--- src/rtl/uart_tx_fifo.sv ---
// Buffered 8N1 UART transmitter: a byte FIFO feeding a start/data/stop serialiser.
// The idle line is high, and back-to-back frames are sent with no idle gap between them.
module uart_tx_fifo #(
    parameter int CLK_FREQ  = 25_000_000,
    parameter int BAUD_RATE = 115_200,
    parameter int DEPTH     = 16
) (
    input  logic                     clk_i,
    input  logic                     rst_i,
    input  logic                     wr_valid_i,
    input  logic [7:0]               wr_data_i,
    output logic                     wr_ready_o,
    output logic [$clog2(DEPTH):0]   fifo_count_o,
    output logic                     busy_o,
    output logic                     tx_o
);

    localparam int CLKS_PER_BIT = CLK_FREQ / BAUD_RATE;
    localparam int AW           = $clog2(DEPTH);
    localparam int CW           = $clog2(CLKS_PER_BIT);

    localparam logic [AW:0]   PTR_ONE  = (AW+1)'(1);
    localparam logic [CW-1:0] CNT_ONE  = CW'(1);
    localparam logic [CW-1:0] CNT_LAST = CW'(CLKS_PER_BIT - 1);

    typedef enum logic [1:0] {IDLE, START, DATA, STOP} state_t;

    logic [7:0]    mem [DEPTH];
    logic [AW:0]   wr_ptr, rd_ptr;
    logic          full, empty, push, pop, bit_done;
    state_t        state;
    logic [CW-1:0] baud_cnt;
    logic [2:0]    bit_idx;
    logic [7:0]    shift;

    // Extra pointer MSB distinguishes full from empty when the index bits match.
    assign full         = (wr_ptr[AW] != rd_ptr[AW]) && (wr_ptr[AW-1:0] == rd_ptr[AW-1:0]);
    assign empty        = (wr_ptr == rd_ptr);
    assign push         = wr_valid_i && !full;
    assign bit_done     = (baud_cnt == CNT_LAST);
    assign pop          = !empty && ((state == IDLE) || (state == STOP && bit_done));
    assign wr_ready_o   = !full;
    assign fifo_count_o = wr_ptr - rd_ptr;

    // NOTE: storage has no reset; emptiness comes from the pointers alone, so clearing it is wasted logic.
    always_ff @(posedge clk_i) begin
        if (push) mem[wr_ptr[AW-1:0]] <= wr_data_i;
    end

    // NOTE: every register here uses non-blocking assignment so all next-state terms see pre-edge values.
    always_ff @(posedge clk_i) begin
        if (rst_i) begin
            wr_ptr   <= '0;
            rd_ptr   <= '0;
            state    <= IDLE;
            baud_cnt <= '0;
            bit_idx  <= '0;
            shift    <= '0;
            tx_o     <= 1'b1;
            busy_o   <= 1'b0;
        end else begin
            if (push) wr_ptr <= wr_ptr + PTR_ONE;
            if (pop) begin
                rd_ptr <= rd_ptr + PTR_ONE;
                shift  <= mem[rd_ptr[AW-1:0]];
            end

            case (state)
                IDLE: begin
                    baud_cnt <= '0;
                    if (pop) begin
                        state  <= START;
                        tx_o   <= 1'b0;
                        busy_o <= 1'b1;
                    end else begin
                        tx_o   <= 1'b1;
                        busy_o <= 1'b0;
                    end
                end
                START: begin
                    if (bit_done) begin
                        baud_cnt <= '0;
                        bit_idx  <= '0;
                        state    <= DATA;
                        tx_o     <= shift[0];
                    end else begin
                        baud_cnt <= baud_cnt + CNT_ONE;
                    end
                end
                DATA: begin
                    if (bit_done) begin
                        baud_cnt <= '0;
                        if (bit_idx == 3'd7) begin
                            state <= STOP;
                            tx_o  <= 1'b1;
                        end else begin
                            bit_idx <= bit_idx + 3'd1;
                            shift   <= shift >> 1;
                            tx_o    <= shift[1];  // next bit, before the shift lands
                        end
                    end else begin
                        baud_cnt <= baud_cnt + CNT_ONE;
                    end
                end
                STOP: begin
                    if (bit_done) begin
                        baud_cnt <= '0;
                        if (pop) begin
                            state <= START;
                            tx_o  <= 1'b0;
                        end else begin
                            state  <= IDLE;
                            busy_o <= 1'b0;
                        end
                    end else begin
                        baud_cnt <= baud_cnt + CNT_ONE;
                    end
                end
                default: state <= IDLE;
            endcase
        end
    end

endmodule

--- config.mk ---
export PLATFORM = sky130hd
export DESIGN_NAME = uart_tx_fifo
export DESIGN_NICKNAME = d
export VERILOG_FILES = /design/src/rtl/uart_tx_fifo.sv
export SDC_FILE = /design/constraint.sdc
export NUM_CORES = 1
export LEC_CHECK = 0
export BUFFER_PORTS_ARGS = -buffer_cell sky130_fd_sc_hd__buf_4
export CORE_ASPECT_RATIO = 1.5
export CORE_MARGIN = 1
export CORE_UTILIZATION = 66
export DETAILED_ROUTE_END_ITERATION = 6
export GPL_TIMING_DRIVEN = 0
export PLACE_DENSITY = 0.91
export SKIP_CTS_REPAIR_TIMING = 1
export SLEW_MARGIN = 20
export SYNTH_ARGS = -nofsm -noshare
export SYNTH_HDL_FRONTEND = slang
export SYNTH_SLANG_ARGS = --single-unit
--- constraint.sdc ---
create_clock -name clk_i -period 4.23 [get_ports clk_i]
set_clock_uncertainty 0.05 [all_clocks]
set_input_delay 0.846 -clock clk_i [delete_from_list [all_inputs] [get_ports clk_i]]
set_output_delay 0.846 -clock clk_i [all_outputs]
set_load 0.005 [all_outputs]
==> impl_metrics.toml <==
[synth]
syn_nets = 459
synth_seq_cells = 165
ys_seq_area_share_pct = 66.6
async_flop_share_pct = 0
syn_area_per_cell_um2 = 16.0
ys.flop_type = "edfxtp_1"
synth_edf_count = 128
syn_inst = 429
synth.distinct_cells = 55
netlist_area_mm2 = 0.00688
yosysWarnings = 0

[die]
die_h_um = 127
rows = 45
die-area_mm2 = 0.0108
boundaryPins = 19
start_util_pct = 67.9
coreArea_mm2 = 0.0101
die_x_um = 85.4

[timing]
final.period_utilization_pct = 72.6
rsz0062_at_grt = "false"
setup_viol = 0
slew_headroom_pct = 27.2
layout_min_cycle_time_ns = 3.07
hold_viol_final = 0
fin_tns_setup_ns = 0
fmax_mhz = 325
max_slew.worst_pin.slew_ns = 1.09
report.final.slew_viol_count = 0

[critical_path]
path_buf_inv = 3
cp_slowest_stage_delay_ns = 0.43
path_max_fanout = 5
cp_data_required_time_ns = 3.33
critPathLaunchType = "register"
regToRegSetupSlack_ns = 1.27
crit_chain = "inv_1 > ha_1 > fa_1 > inv_1 > a21o_1 > a21oi_1 > xor2_1 > buf_4"
cp_top_family = "adder cells"
arrival_ns = 2.18
critPathSlowestCell = "dfxtp_1"
critPathCaptureType = "primary output"
cpMostUsedCell = "inv_1"
criticalPathCategory = "reg2out"

[final_layout]
drive_gt1_share_pct = 23.3
design_area_mm2 = 0.00777
layoutNonFillerInstCount = 598
syn_to_final_growth_pct = 12.9
final_net_count = 498
nFillCells = 516
multiInputGateArea_mm2 = 0.00213
diodes = 0
final_core_util_pct = 76.6
seq_area_mm2 = 0.00458

[place]
portBuffers = 17
dp_cells = 566
dpl.hpwl_um = 9040
dpl_cell_area_mm2 = 0.00720
place_congestion = 0.808

[cts]
cts_buffers = 17
clk_latency_ns = 0.43
cts_root_buffer = "clkbuf_16"
cts_sinks = 165
cts_tree = "done"
cts.clk_slew.worst_paths_ns = 0.07
htreeDepth = 4
clockBufferDepth = 2

[flow_run]
maxCapViolCount = 0

[grt]
busiest_layer = "met2"
first_global_vias = 3994
grt_pass1_wl_um = 22100
grt_use_total_pct = 29.0
grt_use_met1_pct = 33.9
grt_use_met3_pct = 7.24
grt_use_met2_pct = 49.1
antenna_found_initial = 0
grt_max_degree = 17
grt_overflow_total = 0

[route]
wl_per_cell_um = 23.7
ant_nets = 0
drt_first_pass_iters = 7
drcViolationCount = 0
drt_iter0_drc = 292
viasPerCell = 6.47
routed_wirelength_um = 14200
vias = 3872

[power]
leakagePower_nw = 2.63
ir_worst_vdd_v = 0.000361
power.density_mw_per_mm2 = 560

[status]
status = "finished, final reports clean"

[min_path]
min_path_type = "reg2reg"
==> area by class of cell <==
cell class	instances	area share, %
Sequential cell	165	59.0
Multi-Input combinational cell	228	27.5
Clock buffer	17	5.48
Timing Repair Buffer	20	1.93
Tap cell	117	1.88
Clock inverter	15	1.85
Buffer	19	1.55
Inverter	17	0.822
==> cells in the final DEF, fill, tap and decap left out, types with 4 or more instances in the layout <==
| cell type | count |
|---|---|
| mux4_2 | 37 |
| nand2_1 | 25 |
| nand3_1 | 5 |
| xnor2_1 | 8 |
| inv_6 | 6 |
| nor2b_1 | 4 |
| clkbuf_16 | 17 |
| edfxtp_1 | 128 |
| a311oi_1 | 6 |
| nand2b_1 | 6 |
| a21oi_1 | 11 |
| mux2i_1 | 4 |
| xor2_1 | 8 |
| nor3_2 | 4 |
| inv_1 | 16 |
| dfxtp_1 | 37 |
| buf_6 | 5 |
| buf_4 | 21 |
| ha_1 | 18 |
| clkbuf_1 | 6 |
| buf_2 | 6 |
| nor2_1 | 44 |
==> where the power goes <==
part / switching (mW) / internal [mW] / total (mW)
clock network: 0.666 / 0.824 / 1.49
logic: 0.495 / 0.471 / 0.966
registers: 0.0611 / 1.83 / 1.89
==> through the flow <==
stage	setup slack, ns	hold slack, ns	power [mW]
CTS	1.14	0.420	4.36
detailed placement	1.23	0.411	2.88
finish	1.16	0.418	4.35
global placement	0.890	0.395	2.83
floorplan	1.76	0.385	2.62
global route	1.05	0.461	4.51
==> registers in the layout, summed over array words and instances, names as in the netlist, named ones only <==
name	count
baud_cnt	8
shift	8
busy_o	1
state	2
tx_o	1
wr_ptr	5
mem	128
bit_idx	3
rd_ptr	5
==> kinds of logic (layout without fill, tap and decap cells) <==
| logic type | Yosys count | after routing | share of synthesized area (%) |
|---|---|---|---|
| xor+xnor | 17 | 17 | 2.27 |
| compound gates | 40 | 40 | 4.22 |
| mux | 43 | 43 | 13.0 |
| buf+inv | 36 | 88 | 2.67 |
| fa+ha+maj | 19 | 19 | 3.56 |
| flops | 165 | 165 | 66.6 |
| simple gates | 109 | 109 | 7.62 |
==> path summary, 6_finish.rpt <==
| check | startpoint | to | cells after the start |
|---|---|---|---|
| min reg2reg | shift[7]$_SDFF_PP0_ | shift[7]$_SDFF_PP0_ | 2 |
| min | shift[7]$_SDFF_PP0_ | shift[7]$_SDFF_PP0_ | 2 |
| max reg2reg | wr_ptr[0]$_SDFFE_PP0P_ | mem[7][7]$_DFFE_PP_ | 6 |
| max | wr_ptr[0]$_SDFFE_PP0P_ | fifo_count_o[4] | 8 |
==> cell usage after synthesis (2+ instances only) <==
library cell | n | area, µm²
a21oi_1 | 11 | 55.1
xnor2_1 | 8 | 70.1
a31oi_1 | 2 | 12.5
buf_2 | 6 | 30.0
mux2_2 | 2 | 22.5
inv_1 | 16 | 60.1
a211oi_1 | 3 | 22.5
clkbuf_1 | 6 | 22.5
nor2b_1 | 4 | 25.0
nor4_1 | 2 | 12.5
nand4b_1 | 2 | 17.5
nand2b_1 | 6 | 37.5
nor2_1 | 44 | 165
ha_1 | 18 | 225
nand3_1 | 5 | 25.0
or3_1 | 3 | 18.8
nor3_1 | 5 | 25.0
nand2_1 | 25 | 93.8
buf_6 | 5 | 56.3
mux2i_1 | 4 | 40.0
mux4_2 | 37 | 833
a311oi_1 | 6 | 52.6
dfxtp_1 | 37 | 741
o21ai_0 | 3 | 15.0
a21o_1 | 2 | 15.0
xor2_1 | 8 | 70.1
and3_1 | 2 | 12.5
edfxtp_1 | 128 | 3840
a221oi_1 | 3 | 26.3
==> per-layer routing <==
metal / part of all wire (%) / wire length (µm) / up-vias
li1: - / - / 1721
met1: 37 / 5230 / 1961
met2: 54 / 7710 / 155
met3: 5.4 / 766 / 35
met4: 3.3 / 461 / 0
met5: 0 / 0 / -
==> worst reg2reg max path: stages (launching register included) <==
cell and delay (ns):
dfxtp_1 0.43, inv_1 0.12, ha_1 0.32, and4_1 0.19
a21boi_2 0.35, nand2_1 0.29, nor2_1 0.84
No activity file was read; power rests on OpenSTA's default activity.
